--- src/rtl/tour_pkg.sv ---
// Shared types and constants for the knight's tour command sequencer.
// Opcodes, headings, response bytes and the sequencer state encoding.
package tour_pkg;

  typedef enum logic [2:0] {
    IDLE,
    VERT,
    VWAIT,
    HORZ,
    HWAIT
  } state_t;

  localparam logic [3:0] MOVE    = 4'h2;
  localparam logic [3:0] MOVE_FF = 4'h3;

  localparam logic [7:0] HDG_N = 8'h00;
  localparam logic [7:0] HDG_W = 8'h3F;
  localparam logic [7:0] HDG_S = 8'h7F;
  localparam logic [7:0] HDG_E = 8'hBF;

  localparam logic [7:0] RESP_DONE = 8'hA5;
  localparam logic [7:0] RESP_ACK  = 8'h5A;

  function automatic logic [15:0] mk_cmd(
    input logic [3:0] op,
    input logic [7:0] hdg,
    input logic [3:0] sq
  );
    return {op, hdg, sq};
  endfunction

endpackage

--- src/rtl/tour_cmd_seq_move_decode.sv ---
// One-hot knight move to a vertical and a horizontal cmd_proc command.
// Zero or multiple bits set flags the move as illegal.
module move_decode
  import tour_pkg::*;
(
  input  logic [7:0]  move,
  output logic [15:0] vert_cmd,
  output logic [15:0] horz_cmd,
  output logic        illegal
);

  logic       south;
  logic       west;
  logic [3:0] vsq;
  logic [3:0] hsq;

  assign illegal = !$onehot(move);

  // Split the move into signed vertical and horizontal components.
  always_comb begin
    south = 1'b0;
    west  = 1'b0;
    vsq   = 4'd0;
    hsq   = 4'd0;
    if (!illegal) begin
      unique case (1'b1)
        move[0]: begin south = 1'b0; vsq = 4'd2; west = 1'b0; hsq = 4'd1; end
        move[1]: begin south = 1'b0; vsq = 4'd2; west = 1'b1; hsq = 4'd1; end
        move[2]: begin south = 1'b1; vsq = 4'd1; west = 1'b1; hsq = 4'd2; end
        move[3]: begin south = 1'b0; vsq = 4'd1; west = 1'b1; hsq = 4'd2; end
        move[4]: begin south = 1'b1; vsq = 4'd2; west = 1'b1; hsq = 4'd1; end
        move[5]: begin south = 1'b1; vsq = 4'd2; west = 1'b0; hsq = 4'd1; end
        move[6]: begin south = 1'b0; vsq = 4'd1; west = 1'b0; hsq = 4'd2; end
        move[7]: begin south = 1'b1; vsq = 4'd1; west = 1'b0; hsq = 4'd2; end
        default: ;
      endcase
    end
  end

  assign vert_cmd = mk_cmd(MOVE, south ? HDG_S : HDG_N, vsq);
  assign horz_cmd = mk_cmd(MOVE_FF, west ? HDG_W : HDG_E, hsq);

endmodule

--- src/rtl/tour_cmd_seq.sv ---
// Feeds a solved knight's tour to cmd_proc as vertical/horizontal legs,
// and passes UART commands straight through when no tour is running.
module tour_cmd_seq
  import tour_pkg::*;
#(
  parameter int NUM_MOVES = 24
) (
  input  logic        clk,
  input  logic        rst_n,
  input  logic        start_tour,
  input  logic [7:0]  move,
  output logic [4:0]  mv_indx,
  input  logic [15:0] cmd_UART,
  input  logic        cmd_rdy_UART,
  input  logic        clr_cmd_rdy,
  output logic        clr_cmd_rdy_UART,
  input  logic        send_resp,
  output logic [15:0] cmd,
  output logic        cmd_rdy,
  output logic [7:0]  resp,
  output logic        tour_err
);

  localparam logic [4:0] LAST = 5'(NUM_MOVES - 1);

  state_t     state;
  state_t     state_nxt;
  logic [4:0] idx_nxt;
  logic       err_nxt;
  logic [15:0] vert_cmd;
  logic [15:0] horz_cmd;
  logic        illegal;

  move_decode u_dec (
    .move     (move),
    .vert_cmd (vert_cmd),
    .horz_cmd (horz_cmd),
    .illegal  (illegal)
  );

  // State, move index and sticky error register.
  always_ff @(posedge clk or negedge rst_n) begin
    if (!rst_n) begin
      state    <= IDLE;
      mv_indx  <= 5'd0;
      tour_err <= 1'b0;
    end else begin
      state    <= state_nxt;
      mv_indx  <= idx_nxt;
      tour_err <= err_nxt;
    end
  end

  // Next state and command mux; UART path only owns cmd_proc in IDLE.
  always_comb begin
    state_nxt        = state;
    idx_nxt          = mv_indx;
    err_nxt          = tour_err;
    cmd              = cmd_UART;
    cmd_rdy          = 1'b0;
    clr_cmd_rdy_UART = 1'b0;
    unique case (state)
      IDLE: begin
        cmd              = cmd_UART;
        cmd_rdy          = cmd_rdy_UART;
        clr_cmd_rdy_UART = clr_cmd_rdy;
        if (start_tour) begin
          state_nxt = VERT;
          idx_nxt   = 5'd0;
        end
      end
      VERT: begin
        cmd = vert_cmd;
        if (illegal) begin
          err_nxt   = 1'b1;
          state_nxt = IDLE;
          idx_nxt   = 5'd0;
        end else begin
          cmd_rdy = 1'b1;
          if (clr_cmd_rdy) state_nxt = VWAIT;
        end
      end
      VWAIT: begin
        cmd = vert_cmd;
        if (send_resp) state_nxt = HORZ;
      end
      HORZ: begin
        cmd     = horz_cmd;
        cmd_rdy = 1'b1;
        if (clr_cmd_rdy) state_nxt = HWAIT;
      end
      HWAIT: begin
        cmd = horz_cmd;
        if (send_resp) begin
          if (mv_indx == LAST) begin
            state_nxt = IDLE;
            idx_nxt   = 5'd0;
          end else begin
            state_nxt = VERT;
            idx_nxt   = mv_indx + 5'd1;
          end
        end
      end
      default: state_nxt = IDLE;
    endcase
  end

  // Acknowledge mid-tour; the last move and UART traffic report done.
  always_comb begin
    resp = RESP_DONE;
    if (state != IDLE && mv_indx < LAST) resp = RESP_ACK;
  end

endmodule
--- config.mk ---
export PLATFORM = sky130hd
export DESIGN_NAME = tour_cmd_seq
export DESIGN_NICKNAME = d
export VERILOG_FILES = /design/src/rtl/tour_pkg.sv /design/src/rtl/tour_cmd_seq_move_decode.sv /design/src/rtl/tour_cmd_seq.sv
export SDC_FILE = /design/constraint.sdc
export NUM_CORES = 1
export LEC_CHECK = 0
export ABC_AREA = 1
export CORE_MARGIN = 5
export CORE_UTILIZATION = 66
export DETAILED_ROUTE_END_ITERATION = 8
export DONT_BUFFER_PORTS = 1
export PLACE_DENSITY_LB_ADDON = 0.3
export SLEW_MARGIN = 15
export SYNTH_ARGS = -nofsm -noshare
export SYNTH_HDL_FRONTEND = slang
export SYNTH_SLANG_ARGS = --single-unit
--- constraint.sdc ---
create_clock -name clk -period 5.8 [get_ports clk]
set_input_delay 0.58 -clock clk [delete_from_list [all_inputs] [get_ports clk]]
set_output_delay 0.58 -clock clk [all_outputs]
set_load 0.05 [all_outputs]
== After elaboration in Yosys (flattened, before gate mapping) ==
Index checks and enable logic that the tools add are counted.

* Output and inout bits: 32
* Register bits: 9

* Reduce and logical (&&, ||, !) cells: 13
* Order comparisons: 1
* Muxes and demuxes: 28
* Add/sub/neg operators: 8
* Bitwise logic cells: 1
* Eq/ne operators: 12

{| class="wikitable"
|+ Operator list
! kind !! count
|-
| 16-bit case mux with 2 select lines || 1
|-
| 5-bit 2-to-1 mux || 4
|-
| 3-bit 2-to-1 mux || 6
|-
| 8-bit 2-to-1 mux || 2
|-
| 4-bit OR reduction || 4
|-
| 3-bit case mux with 5 select lines || 1
|-
| 5-bit case mux with 3 select lines || 1
|-
| 4-bit adder || 3
|-
| 2-bit != test, second input constant || 5
|-
| 1-bit by 1-bit adder with 2-bit output || 4
|-
| 2-bit case mux with 2 select lines || 2
|-
| 1-bit 2-to-1 mux || 7
|-
| 7-bit 2-to-1 mux || 1
|-
| 3-bit by 2-bit equality test with 1-bit output, second input constant || 2
|-
| 3-bit nonzero test || 2
|-
| 5-bit by 1-bit adder with 5-bit output, second input constant || 1
|-
| 5-bit equality test, second input constant || 1
|-
| 5-bit < comparator, second input constant || 1
|-
| 5-bit AND reduction || 1
|-
| 4-bit by 1-bit equality test with 1-bit output, second input constant || 1
|-
| 4-bit 2-to-1 mux || 1
|-
| 4-bit AND reduction || 1
|-
| 2-bit OR reduction || 2
|-
| 3-bit by 1-bit equality test with 1-bit output, second input constant || 1
|-
| 8 further kinds || 8
|}

== Depth between registers and ports, before layout ==
Gate-level depths: netlist (run 1).

* Word-level depth: 7
* Gate-level depth with buffers: 17
* Mapped depth without buffers: 17

== Hierarchy ==
Synthesis (run 1) repeated with hierarchy kept, for this count alone.

* Cell total of the unflattened synthesis: 242
* Area, all modules: 1,467.7 um^2

{| class="wikitable"
|+ Modules (own cells, without submodules)
! module !! seq. area each (um^2) !! cells each !! instances !! area each (um^2)
|-
| tour_cmd_seq || 225.2 || 172 || 1 || 980.9
|-
| move_decode || 0.0 || 70 || 1 || 486.7
|}

== Least setup slack after synthesis (run 1) ==
No wires, ideal clock.

* Path type: input to output
* Start point: input move[0]
* End point: output cmd_rdy
* Arrival time: 3.445 ns
* Data required time: 5.220 ns
* Stages on the path: 12
* Path slack: 1.775 ns
* Buffers on the path: 0
* Path through: ha_1 > fa_1 > inv_1 > fa_1 > inv_1 > ha_1 > fa_1 > inv_1 > nand2_1 > nor2_1 > nand2_1 > nand3_1

* Longest elaborated chain between the ends: 6

{| class="wikitable"
|+ RTL lines
! element !! RTL line !! text
|-
| start: declaration || tour_cmd_seq.sv:11 || <nowiki>input logic [7:0] move,</nowiki>
|-
| 1-bit by 1-bit adder with 2-bit output (not written as such) || tour_cmd_seq_move_decode.sv:17 || <nowiki>assign illegal = !$onehot(move);</nowiki>
|-
| 4-bit adder (not written as such) (2 in a row) || tour_cmd_seq_move_decode.sv:17 ||
|-
| 4-bit by 1-bit equality test with 1-bit output || tour_cmd_seq_move_decode.sv:17 ||
|-
| 1-bit 2-to-1 mux || tour_cmd_seq.sv:74 || <nowiki>if (illegal) begin</nowiki>
|-
| 1-bit case mux with 3 select lines || tour_cmd_seq.sv:62 || <nowiki>unique case (state)</nowiki>
|-
| end: declaration || tour_cmd_seq.sv:19 || <nowiki>output logic cmd_rdy,</nowiki>
|}

Every way passes these cells.

== Final worst setup path (run 1) ==
* Start point: input move[1]
* End point: output cmd_rdy

The elaborated chain is that of the path after synthesis.

==> summary.md, run 1 <==
| Metric | Value |
|---|---|
| Drt pass-1 iters | 4 |
| Setup clock skew after layout | 0.00444 ns |
| Post-synth top cells | nand2_1 (53), inv_1 (35), nor2_1 (12), ha_1 (11), nand3_1 (11) |
| WP data required | 5.22 ns |
| DR WL/cell | 13.6 um |
| First-pass GRT wire length | 4.13 mm |
| Status | complete, no violations |
| HP Class | input port to register |
| Input/output buffers | 0 |
| Count leader, synth | nand2_1 |
| # IOs | 62 |
| FF-to-FF Start | mv_indx[0] |
| Count of final setup violators | 0 |
| Hold Crit Depth | 3 |
| Hpwl dp | 2.26 mm |
| Nets | 222 |
| Primary FF master, synth | dfrtp_1 |
| Crit path largest cell delay | 0.52 ns |
| Post-synthesis sequential area ratio | 19.5% |
| GR Overflow Total | 0 |
| Slew margin rel. | 39.7% |
| Cell Chain, Critical Path | inv_1 -> ha_1 -> inv_1 -> fa_1 -> fa_1 -> inv_1 -> ha_1 -> fa_1 -> inv_1 -> nand2_1 -> nor2_1 -> nand2_1 -> nand3_1 |
| Final Max Tran Viols | 0 |
| Number of max-cap violations | 0 |
| Area grow syn2layout | 3.24% |
| Number of global-route vias before repair | 1039 |
| Critical Path End Type | primary output |
| Number of CTS-inserted buffers | 3 |
| Worst flop-to-flop path endpoint | mv_indx[1] |
| Synth Area per Inst | 6.61 sq um |
| Crit share post-route | 73.6% |
| Area contributors post-synth | dfrtp_1 (19%), nand2_1 (17%), ha_1 (12%), inv_1 (11%), fa_1 (6.9%) |
| Residual DRC | 0 |
| Clock sinks | 9 |
| Crit path kind | input port to primary output |
| Die Area | 0.00269 sq mm |
| EDFF count, synth | 0 |
| Final core utilization | 70.7% |
| Post-route ant nets | 0 |
| Row count | 15 |
| Hold Startpoint | send_resp |
| Post-Syn Area | 0.00116 sq mm |
| Largest net degree at the start of global routing | 13 |
| Post-route minimum period | 4.27 ns |
| H-tree Lvls | 1 |
| Gpl congestion | 0.870 |
| Die height | 51.9 um |
| Cell mode on critical path | inv_1 |
| Reg2Reg Setup Slack | 4.07 ns |
| Max frequency | 234 MHz |
| Initial antenna violation count | 0 |
| Worst EP arrival | 3.69 ns |
| Startpoint types | input port |
| Antenna cell count | 0 |
| Share of Yosys cell area claimed by the top area cell type | 19.5% |
| Via count | 1092 |
| Least-Margin Pin Slew | 0.903 ns |
| TNS Setup | 0 ns |
| CTS tree | yes |
| Flops & latches, synth | 9 |
| Crit path max fanout | 4 |
| WHS Endpoint | state[2] |
| Reg2Reg Depth | 8 |
| # resized after CTS | 0 |
| Cell variety after synth | 25 |
| CTS clk-pin slew, worst paths | 0.06 ns |
| Vias/cell | 5.66 |
| Initial DRC Count | 15 |
| Width of the die | 51.9 um |
| RSZ-0062 raised after global routing | false |
| Synthesized netlist cell count | 175 |
| Slowest-stage cell, CP | fa_1 |
| Syn_nets | 220 |
| Yosys warns | 0 |
| Final wirelength | 2.63 mm |
| Initial Utilization | 68.5% |
| Core ar. | 0.00169 sq mm |
| Final Hold Viols | 0 |
| Share of layout cells above drive strength 1 | 11.4% |
| Root Buffer | clkbuf_4 |
| Clock Path Buffers | 2 |
| Ys async rst share | 100% |
| Area leader, netlist | dfrtp_1 |
| Latest clock arrival within the worst-skew pair | 0.26 ns |
| Global Route Usage Sum | 20.4% |
[sequential cells by signal (all words and copies together), names as in the netlist]
name,count
tour_err,1
state,3
mv_indx,5
[layout by cell type (no fill, tap or decap), types with 3 or more instances in the layout]
cell | netlist | layout
inv_1 | 35 | 34
nor2_1 | 12 | 12
a21oi_1 | 4 | 3
nand3b_1 | 3 | 3
nand2_2 | 4 | 4
dfrtp_1 | 9 | 9
nand4_1 | 4 | 4
o21ai_0 | 5 | 5
clkbuf_4 | 0 | 3
ha_1 | 11 | 11
nand2_1 | 53 | 53
inv_2 | 2 | 3
fa_1 | 4 | 4
nand3_1 | 11 | 11
[per-layer routing]
layer	routed length (um)	up-vias	GRT usage, %
li1	-	531	-
met1	995	504	22.3
met2	1310	52	37.9
met3	276	5	4.01
met4	44	0	7.86
met5	0	-	0
[cell type report]
type / count / area, sq um
Multi-Input combinational cell: 122 / 748
Clock buffer: 4 / 26.3
Tap cell: 17 / 21.3
Timing Repair Buffer: 4 / 35.0
Fill cell: 148 / 494
Sequential cell: 9 / 225
Inverter: 37 / 139
[cells by family (layout without fill, tap and decap cells)]
family,count (synthesis),in the layout,share of synthesized area [%]
AO/OA/AOI/OAI,11,11,6.16
XOR/XNOR,1,1,0.757
adder cells (fa/ha/maj),15,15,18.8
buffers and inverters,44,45,16.9
flip-flops,9,9,19.5
AND/OR/NAND/NOR,95,95,37.9
[worst max path at each step]
| stage | cells past startpoint | slack [ns] | start | end |
|---|---|---|---|---|
| after floorplan | 12 | 1.78 | move[0] | cmd_rdy |
| after global placement | 12 | 1.65 | move[0] | cmd_rdy |
| after detailed placement | 13 | 1.54 | move[1] | cmd_rdy |
| after CTS | 13 | 1.53 | move[1] | cmd_rdy |
| after global routing | 13 | 1.38 | move[1] | cmd_rdy |
| final | 13 | 1.53 | move[1] | cmd_rdy |
[what timing repair did]
item                                   in CTS  in global routing
endpoints found under the hold margin       5                  4
hold buffers                                1                  1
buffers inserted                            0                  0
[through the flow]
step	area [sq um]	setup WS, ns	instances	hold WS [ns]
2_1_floorplan	1160	1.78	175	0.284
3_3_place_gp	1150	1.65	187	0.285
3_5_place_dp	1150	1.54	187	0.285
4_1_cts	1180	1.53	192	0.00223
5_1_grt	1190	1.38	193	0.522
6_report	1190	1.53	193	0.514
[critical path, delay by kind of cell]
family | cells | cell delay (ns)
adders and majority gates | 5 | 1.91
buffers and inverters | 4 | 0.21
and+or+nand+nor | 4 | 0.99
Power of run 1 is left out: the tool's default activity adds up to more than one toggle a clock period on the data nets, which glitch-free logic cannot reach.
==> run 2, diff against run 1 <==
--- a/config.mk
+++ b/config.mk
@@ -7,7 +7,7 @@
 export LEC_CHECK = 0
 export ABC_AREA = 1
 export CORE_MARGIN = 5
-export CORE_UTILIZATION = 66
+export CORE_UTILIZATION = 57
 export DETAILED_ROUTE_END_ITERATION = 8
 export DONT_BUFFER_PORTS = 1
 export PLACE_DENSITY_LB_ADDON = 0.3
==> constraint.sdc (replaced) <==
create_clock -name clk -period 3.4 [get_ports clk]
set_input_delay 0.34 -clock clk [delete_from_list [all_inputs] [get_ports clk]]
set_output_delay 0.34 -clock clk [all_outputs]
set_load 0.05 [all_outputs]
==> run 2 against run 1 <==
The run now ends with negative setup slack left. Via count up 6.0%. Hold slack worse by 0.21 ns. Critical endpoint is now cmd[8]. Flip-flop and latch count stayed put. Final area rose by 30%.
==> summary.md, run 2 (synthesis results as in run 1) <==
| Metric | Value |
|---|---|
| Largest register FFs | 5 (unchanged) |
| Largest net degree at the start of global routing | 13 (unchanged) |
| Startpoint types | input port (unchanged) |
| Width of the die | 55.1 um (was 51.9 um) |
| GR Overflow Total | 0 (unchanged) |
| Most common cell after layout, fill and taps aside | nand2_1 (unchanged) |
| Latest clock arrival within the worst-skew pair | 0.27 ns (was 0.26 ns) |
| Final Max Tran Viols | 0 (unchanged) |
| First-pass GRT wire length | 4.71 mm (was 4.13 mm) |
| Max frequency | 288 MHz |
| Nets | 235 (was 222) |
| Setup WS pre-CTS | -0.209 ns (was 1.54 ns) |
| Post-route ant nets | 0 (unchanged) |
| CTS tree | yes (unchanged) |
| Number of max-cap violations | 0 (unchanged) |
| Biggest regs | mv_indx (5), state (3), tour_err (1) (unchanged) |
| Via count | 1158 (was 1092) |
| HP Class | input port to register (unchanged) |
| Clock Path Buffers | 2 (unchanged) |
| Global Route Usage Sum | 21.9% (was 20.4%) |
| Largest Register | mv_indx (unchanged) |
| Count of final setup violators | 7 (was 0) |
| Critical Path End Type | primary output (unchanged) |
| Fill count | 125 (was 148) |
| Status | finished, violations left (was complete, no violations) |
| # IOs | 62 (unchanged) |
| Antenna cell count | 0 (unchanged) |
| Failing checks | negative setup slack |
| Gpl congestion | 0.840 (was 0.870) |
| Crit path max fanout | 6 (was 4) |
| Number of global-route vias before repair | 1137 (was 1039) |
| Setup clock skew after layout | 0.0155 ns (was 0.00444 ns) |
| CTS clk-pin slew, worst paths | 0.05 ns (was 0.06 ns) |
| Final WS setup | -0.0747 ns (was 1.53 ns) |
| Die Area | 0.00303 sq mm (was 0.00269 sq mm) |
| Root Buffer | clkbuf_4 (unchanged) |
| Vias/cell | 5.36 (was 5.66) |
| Least-Margin Pin Slew | 0.906 ns (was 0.903 ns) |
| H-tree Lvls | 1 (unchanged) |
| DR WL/cell | 15.0 um (was 13.6 um) |
| Final wirelength | 3.24 mm (was 2.63 mm) |
| Clock sinks | 9 (unchanged) |
| Storage element area | 225 sq um (unchanged) |
| Crit share post-route | 102% |
| Residual DRC | 0 (unchanged) |
| Drt pass-1 iters | 4 (unchanged) |
| Input/output buffers | 0 (unchanged) |
| Crit path kind | input port to primary output (unchanged) |
| WP data required | 3.06 ns (was 5.22 ns) |
| Core ar. | 0.00194 sq mm (was 0.00169 sq mm) |
| Initial Utilization | 59.6% (was 68.5%) |
| Share of layout cells above drive strength 1 | 34.9% (was 11.4%) |
| Worst EP arrival | 3.13 ns (was 3.69 ns) |
| Post-route minimum period | 3.47 ns |
| Final Non-Filler Cells | 216 (was 193) |
| Multi-input logic area | 886 sq um (was 748 sq um) |
| Row count | 16 (was 15) |
| Placed instance count | 210 (was 187) |
| RSZ-0062 raised after global routing | true (was false) |
| Number of CTS-inserted buffers | 3 (unchanged) |
| Initial DRC Count | 13 (was 15) |
| Final Hold Viols | 0 (unchanged) |
| Area grow syn2layout | 34.2% (was 3.24%) |
| Hpwl dp | 2.56 mm (was 2.26 mm) |
| Die height | 55.1 um (was 51.9 um) |
| Most frequent cells in the layout | nand2_1 (41), inv_1 (29), nand2_2 (14) (was nand2_1 (53), inv_1 (34), nor2_1 (12)) |
| Initial antenna violation count | 0 (unchanged) |
| Slew margin rel. | 39.4% (was 39.7%) |
==> run 2: cell type report <==
type | instances | area share, %
multi-input combinational | 122 | 57.1
timing repair buffer | 17 | 15.6
sequential | 9 | 14.5
inverter | 37 | 8.94
tap | 27 | 2.18
clock buffer | 4 | 1.69
==> run 2: final timing paths <==
kind | start | depth (start not counted) | slack, ns | to
worst min-delay path | send_resp | 3 | 0.30 | state[2]
worst min register to register | state[1] | 2 | 0.65 | state[1]
worst max register to register | mv_indx[0] | 8 | 1.71 | mv_indx[0]
worst max-delay path | move[2] | 14 | -0.07 | cmd[8]
max in group asynchronous | rst_n | 1 | 2.68 | mv_indx[0]
min in group asynchronous | rst_n | 1 | 0.42 | mv_indx[4]
==> run 2: metrics by stage <==
step                      util, %  area [sq um]  hold slack [ns]  setup TNS (ns)
after detailed placement     71.9          1400           0.0446           -1.73
final                        80.0          1550            0.303          -0.379
after floorplan                 -          1180           0.0444          -0.587
after global placement       71.9          1400           0.0446          -0.522
after global routing         80.0          1550            0.290           -1.50
after CTS                    77.3          1500            0.298               0
==> run 2: critical path, cell delays in order <==
cell and delay, ns:
inv_1 0.05, ha_1 0.29, inv_1 0.06, fa_2 0.34, fa_1 0.53, inv_1 0.07
ha_2 0.18, fa_1 0.54, inv_2 0.04, nand2_2 0.07, nor2_4 0.06, a31oi_4 0.26
nand2_2 0.13, buf_12 0.17
==> run 2: timing repair <==
action                                 CTS  global route
setup buffers                            0             1
cloned                                   0             0
resized for setup                       21            10
endpoints found under the hold margin    9             0
hold buffers                             1             0
pin swaps                               12             8
setup endpoints to repair               11            11
==> run 2: routing by layer <==
| metal | global-route usage [%] | up-vias | wire length (um) |
|---|---|---|---|
| li1 | - | 554 | - |
| met1 | 22.5 | 527 | 1220 |
| met2 | 41.1 | 62 | 1620 |
| met3 | 6.70 | 15 | 276 |
| met4 | 8.10 | 0 | 117 |
| met5 | 0 | - | 0 |
Power of run 2 is left out for the same reason.
==> run 3, diff against run 2 <==
--- a/config.mk
+++ b/config.mk
@@ -10,7 +10,9 @@
 export CORE_UTILIZATION = 57
 export DETAILED_ROUTE_END_ITERATION = 8
 export DONT_BUFFER_PORTS = 1
+export GPL_TIMING_DRIVEN = 1
 export PLACE_DENSITY_LB_ADDON = 0.3
+export REMOVE_ABC_BUFFERS = 1
 export SLEW_MARGIN = 15
 export SYNTH_ARGS = -nofsm -noshare
 export SYNTH_HDL_FRONTEND = slang
==> run 3 against run 2 <==
The flow still finishes with violations (negative setup slack). Setup slack improved by 0.072 ns. Die area unchanged. Via count is 0.86% lower. Final area fell by 0.97%. Hold slack lost 0.026 ns. First-iteration DRC count is 54% lower. Sequential share of layout area grew 0.14 points. Critical endpoint is now cmd[6].
==> summary.md, run 3 (synthesis results as in run 1) <==
| Metric | Value |
|---|---|
| WHS Endpoint | state[2] (unchanged) |
| Count of final setup violators | 1 (was 7) |
| Largest register FFs | 5 (unchanged) |
| Latest clock arrival within the worst-skew pair | 0.27 ns (about the same) |
| Largest Register | mv_indx (unchanged) |
| Setup WS pre-CTS | -0.188 ns (was -0.209 ns) |
| Reg2Reg Setup Slack | 1.67 ns (was 1.71 ns) |
| HP Class | input port to register (unchanged) |
| Final Non-Filler Cells | 217 (was 216) |
| Largest net degree at the start of global routing | 13 (unchanged) |
| H-tree Lvls | 1 (unchanged) |
| Core ar. | 0.00194 sq mm (unchanged) |
| Number of max-cap violations | 0 (unchanged) |
| Final Hold Viols | 0 (unchanged) |
| Crit path kind | input port to primary output (unchanged) |
| Worst hold slack | 0.277 ns (was 0.303 ns) |
| CTS clk-pin slew, worst paths | 0.06 ns (was 0.05 ns) |
| Worst flop-to-flop path endpoint | mv_indx[1] (was mv_indx[0]) |
| Placed inst area | 0.00142 sq mm (was 0.00140 sq mm) |
| Crit share post-route | 100% (was 102%) |
| Vias/cell | 5.29 (was 5.36) |
| Max frequency | 294 MHz (was 288 MHz) |
| Fill count | 124 (was 125) |
| Most frequent cells in the layout | nand2_1 (46), inv_1 (30), nand2_2 (11), buf_12 (11), nor2_1 (10) (was nand2_1 (41), inv_1 (29), nand2_2 (14)) |
| WP data required | 3.06 ns (about the same) |
| Post-route minimum period | 3.40 ns (was 3.47 ns) |
| Row count | 16 (unchanged) |
| RSZ-0062 raised after global routing | true (unchanged) |
| DR WL/cell | 14.4 um (was 15.0 um) |
| Drt pass-1 iters | 4 (unchanged) |
| Width of the die | 55.1 um (unchanged) |
| Via count | 1148 (was 1158) |
| Critical Path End Type | primary output (unchanged) |
| Initial Utilization | 59.6% (unchanged) |
| Status | finished, violations left (unchanged) |
| Die height | 55.1 um (unchanged) |
| Setup clock skew after layout | 0.000418 ns (was 0.0155 ns) |
| Multi-input logic area | 838 sq um (was 886 sq um) |
| Worst EP arrival | 3.06 ns (was 3.13 ns) |
| Initial antenna violation count | 0 (unchanged) |
| Antenna cell count | 0 (unchanged) |
| Post-route ant nets | 0 (unchanged) |
| Clock Path Buffers | 2 (unchanged) |
| CTS tree | yes (unchanged) |
| Slew margin rel. | 39.4% (about the same) |
| Placed instance count | 213 (was 210) |
| Final wirelength | 3.12 mm (was 3.24 mm) |
| Residual DRC | 0 (unchanged) |
| GR Overflow Total | 0 (unchanged) |
| Initial DRC Count | 6 (was 13) |
| Number of CTS-inserted buffers | 3 (unchanged) |
| Die Area | 0.00303 sq mm (unchanged) |
| Startpoint types | input port (unchanged) |
| Hold Startpoint | send_resp (unchanged) |
| FF-to-FF Start | mv_indx[0] (unchanged) |
| Reg2Reg Depth | 8 (unchanged) |
| # IOs | 62 (unchanged) |
| Hold Crit Depth | 3 (unchanged) |
| Share of layout cells above drive strength 1 | 31.6% (was 34.9%) |
| Gpl congestion | 0.819 (was 0.840) |
| Final WS setup | -0.00252 ns (was -0.0747 ns) |
| Area grow syn2layout | 32.9% (was 34.2%) |
| Global Route Usage Sum | 22.7% (was 21.9%) |
| First-pass GRT wire length | 4.87 mm (was 4.71 mm) |
| Nets | 236 (was 235) |
| Failing checks | negative setup slack (unchanged) |
| Biggest regs | mv_indx (5), state (3), tour_err (1) (unchanged) |
| Number of global-route vias before repair | 1146 (was 1137) |
| Most common cell after layout, fill and taps aside | nand2_1 (unchanged) |
| Input/output buffers | 0 (unchanged) |
| Least-Margin Pin Slew | 0.906 ns (about the same) |
| Clock sinks | 9 (unchanged) |
| Crit path max fanout | 6 (unchanged) |
| Root Buffer | clkbuf_4 (unchanged) |
| Final Max Tran Viols | 0 (unchanged) |
| Finished Cell Area | 0.00154 sq mm (was 0.00155 sq mm) |
| Storage element area | 225 sq um (unchanged) |
| Hpwl dp | 2.70 mm (was 2.56 mm) |
==> run 3: worst max-delay path by stage <==
stage,from,end
CTS,move[2],cmd[6]
detailed placement,move[1],cmd[6]
floorplan,mv_indx[2],resp[0]
global route,move[3],cmd[6]
finish,move[3],cmd[6]
global placement,move[0],cmd[9]
==> run 3: metrics by stage <==
| stage | TNS [ns] | utilization [%] |
|---|---|---|
| 6_report | -0.00252 | 79.2 |
| 3_3_place_gp | -0.760 | 73.1 |
| 5_1_grt | -0.636 | 79.2 |
| 3_5_place_dp | -1.33 | 73.1 |
| 4_1_cts | 0 | 77.4 |
| 2_1_floorplan | -15.60 | - |
==> run 3: critical path, stage by stage <==
cell,delay (ns)
ha_4,0.15
fa_1,0.55
inv_2,0.04
fa_1,0.49
inv_1,0.05
ha_2,0.16
fa_1,0.51
inv_1,0.06
nand2_2,0.07
nor2_4,0.06
a31oi_4,0.30
nand2_2,0.12
buf_12,0.17
==> run 3: area by class of cell <==
cell class | instances | share of cell area, %
tap | 27 | 2.20
inverter | 37 | 9.03
multi-input combinational | 122 | 54.5
sequential | 9 | 14.6
timing repair buffer | 18 | 17.9
clock buffer | 4 | 1.71
==> run 3: repair_timing <==
action                                  4_1_cts  5_1_grt
endpoints found under the setup margin       10       11
endpoints found under the hold margin         9        0
setup buffers                                 0        0
pin swaps                                    10       10
gates cloned                                  0        0
resized for setup                            21        6
hold buffers                                  1        0
==> run 3: layer usage <==
metal	GRT usage, %	share of wire (%)
met1	23.0	36
met4	11.7	2.8
met3	5.09	10
met2	42.9	50
met5	0	0
Power of run 3 is left out for the same reason.
